<file path="config.mk">
export PLATFORM = sky130hd
export DESIGN_NAME = ps2_line_conditioner_flat
export DESIGN_NICKNAME = d
export VERILOG_FILES = /design/src/rtl/ps2_rx_pkg.sv /design/src/rtl/ps2_line_conditioner_if.sv /design/src/rtl/line_debounce_filter.sv /design/src/rtl/ps2_line_conditioner.sv /design/src/flat_wrapper.sv
export SDC_FILE = /design/constraint.sdc
export NUM_CORES = 1
export LEC_CHECK = 0
export BUFFER_PORTS_ARGS = -buffer_cell sky130_fd_sc_hd__buf_2
export CORE_MARGIN = 2
export CORE_UTILIZATION = 55
export CTS_CLUSTER_SIZE = 25
export DETAILED_ROUTE_END_ITERATION = 8
export MAX_ROUTING_LAYER = met4
export PLACE_DENSITY = 0.73
export SYNTH_ARGS = -nofsm -noshare
export SYNTH_HDL_FRONTEND = slang
export SYNTH_HIERARCHICAL = 1
export SYNTH_SLANG_ARGS = --single-unit
</file>
<file path="constraint.sdc">
create_clock -name FCLK -period 3.1 [get_ports FCLK]
set_input_delay 0.62 -clock FCLK [delete_from_list [all_inputs] [get_ports FCLK]]
set_output_delay 0.62 -clock FCLK [all_outputs]
set_load 0.02 [all_outputs]
</file>
<file path="src/rtl/ps2_rx_pkg.sv">
// Shared constants and helpers for the serial keyboard receive path.
package ps2_rx_pkg;

  // Level both pins float to when nothing is transmitting.
  localparam logic LINE_IDLE_LEVEL = 1'b1;

  // Start + 8 data + parity + stop, shared with the frame shift register.
  localparam int unsigned FRAME_BITS = 11;

  // Bits needed for a counter holding values 0..n-1 (never narrower than one bit).
  function automatic int unsigned cnt_width(input int unsigned n);
    return (n < 2) ? 1 : $clog2(n);
  endfunction

endpackage

</file>
<file path="src/rtl/ps2_line_conditioner_if.sv">
// Pin-side raw lines in, conditioned levels and strobes out.
interface ps2_line_conditioner_if;
  logic RAW_CLOCK;
  logic RAW_DATA;
  logic CONTROL_CLOCK;
  logic DEBOUNCED_DATA;
  logic FALL_STROBE;
  logic DATA_AT_FALL;
  logic FRAME_RESET;
  logic LINE_IDLE;

  // Pin side: drives the raw lines, observes the conditioned outputs.
  modport master (
    output RAW_CLOCK, RAW_DATA,
    input  CONTROL_CLOCK, DEBOUNCED_DATA, FALL_STROBE, DATA_AT_FALL,
           FRAME_RESET, LINE_IDLE
  );

  // Conditioner side.
  modport slave (
    input  RAW_CLOCK, RAW_DATA,
    output CONTROL_CLOCK, DEBOUNCED_DATA, FALL_STROBE, DATA_AT_FALL,
           FRAME_RESET, LINE_IDLE
  );
endinterface

</file>
<file path="src/rtl/line_debounce_filter.sv">
// Two-flop synchroniser followed by a persistence filter for one raw line.
module line_debounce_filter
  import ps2_rx_pkg::*;
#(
  parameter int unsigned DEBOUNCE_CYCLES = 16
) (
  input  logic clk,
  input  logic rst_n,
  input  logic raw,
  output logic stable,
  output logic flip_c
);

  localparam int unsigned CW = cnt_width(DEBOUNCE_CYCLES);
  localparam logic [CW-1:0] CNT_LAST = CW'(DEBOUNCE_CYCLES - 1);

  logic          sync1;
  logic          sync2;
  logic [CW-1:0] count;

  // Stable value changes on this edge: disagreement has persisted long enough.
  assign flip_c = (sync2 != stable) && (count == CNT_LAST);

  // Metastability guard on the asynchronous pin.
  always_ff @(posedge clk or negedge rst_n) begin
    if (!rst_n) begin
      sync1 <= LINE_IDLE_LEVEL;
      sync2 <= LINE_IDLE_LEVEL;
    end else begin
      sync1 <= raw;
      sync2 <= sync1;
    end
  end

  // Any cycle of agreement restarts the count, so short glitches never pass.
  always_ff @(posedge clk or negedge rst_n) begin
    if (!rst_n) begin
      stable <= LINE_IDLE_LEVEL;
      count  <= '0;
    end else if (sync2 == stable) begin
      count <= '0;
    end else if (flip_c) begin
      stable <= sync2;
      count  <= '0;
    end else begin
      count <= count + CW'(1);
    end
  end

endmodule

</file>
<file path="src/rtl/ps2_line_conditioner.sv">
// Conditions the raw keyboard clock/data pins for the frame shift register.
module ps2_line_conditioner
  import ps2_rx_pkg::*;
#(
  parameter int unsigned DEBOUNCE_CYCLES = 16,
  parameter int unsigned IDLE_CYCLES     = 50000
) (
  input logic                   FCLK,
  input logic                   RST_N,
  ps2_line_conditioner_if.slave bus
);

  localparam int unsigned IW = cnt_width(IDLE_CYCLES + 1);
  localparam logic [IW-1:0] IDLE_LAST = IW'(IDLE_CYCLES - 1);
  localparam logic [IW-1:0] IDLE_MAX  = IW'(IDLE_CYCLES);

  logic          clk_stable;
  logic          clk_flip_c;
  logic          data_stable;
  logic          data_flip_unused_c;
  logic          clk_fall_c;
  logic          idle_hit_c;
  logic [IW-1:0] idle_count;

  line_debounce_filter #(.DEBOUNCE_CYCLES(DEBOUNCE_CYCLES)) u_clock_filter (
    .clk    (FCLK),
    .rst_n  (RST_N),
    .raw    (bus.RAW_CLOCK),
    .stable (clk_stable),
    .flip_c (clk_flip_c)
  );

  line_debounce_filter #(.DEBOUNCE_CYCLES(DEBOUNCE_CYCLES)) u_data_filter (
    .clk    (FCLK),
    .rst_n  (RST_N),
    .raw    (bus.RAW_DATA),
    .stable (data_stable),
    .flip_c (data_flip_unused_c)
  );

  assign bus.CONTROL_CLOCK  = clk_stable;
  assign bus.DEBOUNCED_DATA = data_stable;

  // Stable clock is high and about to flip: this edge is the 1->0 transition.
  assign clk_fall_c = clk_stable & clk_flip_c;

  // Counter reaches IDLE_CYCLES on this edge.
  assign idle_hit_c = clk_stable & (idle_count == IDLE_LAST);

  // Fall strobe and pre-edge data sample, registered alongside the clock flip.
  always_ff @(posedge FCLK or negedge RST_N) begin
    if (!RST_N) begin
      bus.FALL_STROBE  <= 1'b0;
      bus.DATA_AT_FALL <= 1'b0;
    end else begin
      bus.FALL_STROBE <= clk_fall_c;
      if (clk_fall_c) begin
        bus.DATA_AT_FALL <= data_stable;
      end
    end
  end

  // Idle timer: counts stable-high clock, saturates, pulses once per timeout.
  always_ff @(posedge FCLK or negedge RST_N) begin
    if (!RST_N) begin
      idle_count      <= '0;
      bus.FRAME_RESET <= 1'b0;
      bus.LINE_IDLE   <= 1'b0;
    end else begin
      if (!clk_stable) begin
        idle_count <= '0;
      end else if (idle_count != IDLE_MAX) begin
        idle_count <= idle_count + IW'(1);
      end
      bus.FRAME_RESET <= idle_hit_c;
      if (clk_fall_c) begin
        bus.LINE_IDLE <= 1'b0;
      end else if (idle_hit_c) begin
        bus.LINE_IDLE <= 1'b1;
      end
    end
  end

endmodule

</file>
<file path="src/flat_wrapper.sv">
// flat-port wrapper written by rule: the top's interface ports become plain ports
module ps2_line_conditioner_flat import ps2_rx_pkg::*;
#(
  parameter int unsigned DEBOUNCE_CYCLES = 16,
  parameter int unsigned IDLE_CYCLES     = 50000
)
  (FCLK, RST_N, bus_RAW_CLOCK, bus_RAW_DATA, bus_CONTROL_CLOCK, bus_DEBOUNCED_DATA, bus_FALL_STROBE, bus_DATA_AT_FALL, bus_FRAME_RESET, bus_LINE_IDLE);
  ps2_line_conditioner_if bus_i ();
  input logic FCLK;
  input logic RST_N;
  input wire logic [$bits(bus_i.RAW_CLOCK)-1:0] bus_RAW_CLOCK;
  input wire logic [$bits(bus_i.RAW_DATA)-1:0] bus_RAW_DATA;
  output wire logic [$bits(bus_i.CONTROL_CLOCK)-1:0] bus_CONTROL_CLOCK;
  output wire logic [$bits(bus_i.DEBOUNCED_DATA)-1:0] bus_DEBOUNCED_DATA;
  output wire logic [$bits(bus_i.FALL_STROBE)-1:0] bus_FALL_STROBE;
  output wire logic [$bits(bus_i.DATA_AT_FALL)-1:0] bus_DATA_AT_FALL;
  output wire logic [$bits(bus_i.FRAME_RESET)-1:0] bus_FRAME_RESET;
  output wire logic [$bits(bus_i.LINE_IDLE)-1:0] bus_LINE_IDLE;
  assign bus_i.RAW_CLOCK = bus_RAW_CLOCK;
  assign bus_i.RAW_DATA = bus_RAW_DATA;
  assign bus_CONTROL_CLOCK = bus_i.CONTROL_CLOCK;
  assign bus_DEBOUNCED_DATA = bus_i.DEBOUNCED_DATA;
  assign bus_FALL_STROBE = bus_i.FALL_STROBE;
  assign bus_DATA_AT_FALL = bus_i.DATA_AT_FALL;
  assign bus_FRAME_RESET = bus_i.FRAME_RESET;
  assign bus_LINE_IDLE = bus_i.LINE_IDLE;
  ps2_line_conditioner #(.DEBOUNCE_CYCLES(DEBOUNCE_CYCLES), .IDLE_CYCLES(IDLE_CYCLES)) u_core (.FCLK(FCLK), .RST_N(RST_N), .bus(bus_i));
endmodule
</file>
==> reports/summary.txt <==
Ant. Diodes - 0
Max Clk Rate - 516 MHz
RSZ-0062 raised after global routing - false
Worst-Skew Late Latency - 340 ps
Drt pass-1 iters - 5
I/O pin count - 10
Final period util - 62.5%
Relative slew slack - 52.3%
Tightest Pin Transition - 716 ps
DR vias/cell - 6.01
Leak - 0.711 nW
Total Routed Length - 2790 microns
Die width - 58.3 microns
Top reg by flops - u_core/idle_count
Die area - 0.00340 sq mm
Die Ht - 58.3 microns
Area grow syn2layout - 11.3%
Count of pins over their slew limit - 0
Flop-to-flop setup slack - 1190 ps
First-pass GRT wire length - 4620 microns
Final min period - 1940 ps
Critical-path top delay cell - dfstp_2
Total core area - 0.00278 sq mm
Root Buffer - clkbuf_4
Final setup fails - 0
Crit path DAT - 1320 ps
Largest registers - u_core/idle_count x16, u_core/u_clock_filter/count x4, u_core/u_data_filter/count x4
Pwr/cell area - 503 mW/mm^2
Via count - 1153
WL/cell - 14.5 microns
YS warnings - 6
DRC - 0
CTS clk-pin slew, worst paths - 100 ps
CP max stage delay - 750 ps
Crit Path Category - flop to primary output
Initial antenna violation count - 0
Largest net degree at the start of global routing - 35
Clk_skew - 7.73 ps
Fin Setup TNS - 0 ps
CTS Buf Count - 5
Layout cells sized above 1 - 20.5%
Power, Total - 0.909 mW
CTS H-tree lvls - 2
Worst path cell trace - buf_2
Syn avg cell area - 11.0 sq um
CP delay by family, top - flip-flops
Post-Syn Nets - 155
CP required - 2480 ps
Starting Density - 58.3%
Gr usage total - 19.1%
Cts-stage hold buffer count - 0
Rows - 19
Crit-path max FO - 20
Hold/Removal Path Class - primary input to asynchronous set/reset pin
Mapped Area - 0.00162 sq mm
Final ANT Viol Nets - 0
Cell count after synthesis - 147
Net count reported at finish - 168
Iter 0 DRT Violations - 51
Post-CTS Setup Inserts - 0
CP startpoint kind - flop
Final HPWL from detailed placement - 1990 microns
Vias in the first global route - 1036
GRT Residual Overflow - 0
# port buffers - 9
Clock sinks - 34
Buf/Inv on CP - 1
Placer Congestion - 0.848
Status - completed
Hold Violations, Final - 0
CP Capture Type - primary output
Max-cap violations - 0
Worst VDD drop - 0.491 mV
Max Root-Sink Buffers - 2
Max reg flops - 16
Post-CTS Resized - 0
CTS tree - yes
worst paths after layout:
path	startpoint	end	depth (start not counted)
worst max-delay path	u_core/u_clock_filter/stable$_DFFE_PN1P_	bus_CONTROL_CLOCK	1
worst min-delay path	RST_N	u_core/u_data_filter/count[1]$_DFF_PN0_	1
worst max register to register	u_core/idle_count[0]$_DFFE_PN0P_	u_core/idle_count[1]$_DFFE_PN0P_	5
worst min register to register	u_core/u_data_filter/sync1$_DFF_PN1_	u_core/u_data_filter/sync2$_DFF_PN1_	0
max in group asynchronous	RST_N	u_core/idle_count[10]$_DFFE_PN0P_	1
min in group FCLK	u_core/u_data_filter/sync1$_DFF_PN1_	u_core/u_data_filter/sync2$_DFF_PN1_	0
power breakdown:
part           switching (mW)  internal (mW)  total [mW]
clock                   0.148          0.273       0.421
combinational          0.0154         0.0103      0.0257
sequential            0.00788          0.455       0.462
total                   0.171          0.738       0.909
layout make-up:
cell class | instances | area (sq um)
clock buffers | 6 | 51.3
multi-input cells | 101 | 718
repair buffers | 9 | 45.0
flip-flops and latches | 34 | 858
clock inverters | 2 | 60.1
fillers | 227 | 976
well taps | 31 | 38.8
inverters | 9 | 33.8
metrics by stage:
step           utilization (%)  setup WS, ps  hold slack, ps  instances  instance area (sq um)
4_1_cts                   64.9          1130             331        192                   1810
3_3_place_gp              60.9          1310             346        184                   1690
5_1_grt                   64.9          1050             328        192                   1810
3_5_place_dp              60.9          1210             347        184                   1690
6_report                  64.9          1160             323        192                   1810
2_1_floorplan                -          1400             324        147                   1620
cells in the final DEF (no fill, tap or decap), types with 5 or more instances in the layout:
cell / count
dfrtp_1: 28
nor4_1: 6
xnor2_1: 5
or4_1: 5
clkbuf_4: 5
a21oi_1: 9
nand3_1: 5
mux2i_1: 6
o31ai_1: 6
nand2_1: 13
nor2_1: 5
inv_1: 8
buf_2: 9
nand4_1: 6
dfstp_2: 6
metal layers:
layer / part of all wire [%] / GRT usage (%)
met1: 49 / 23.9
met2: 45 / 27.4
met3: 4.6 / 7.47
met4: 1.2 / 8.64
met5: 0 / -
No activity file was read; power rests on OpenSTA's default activity.
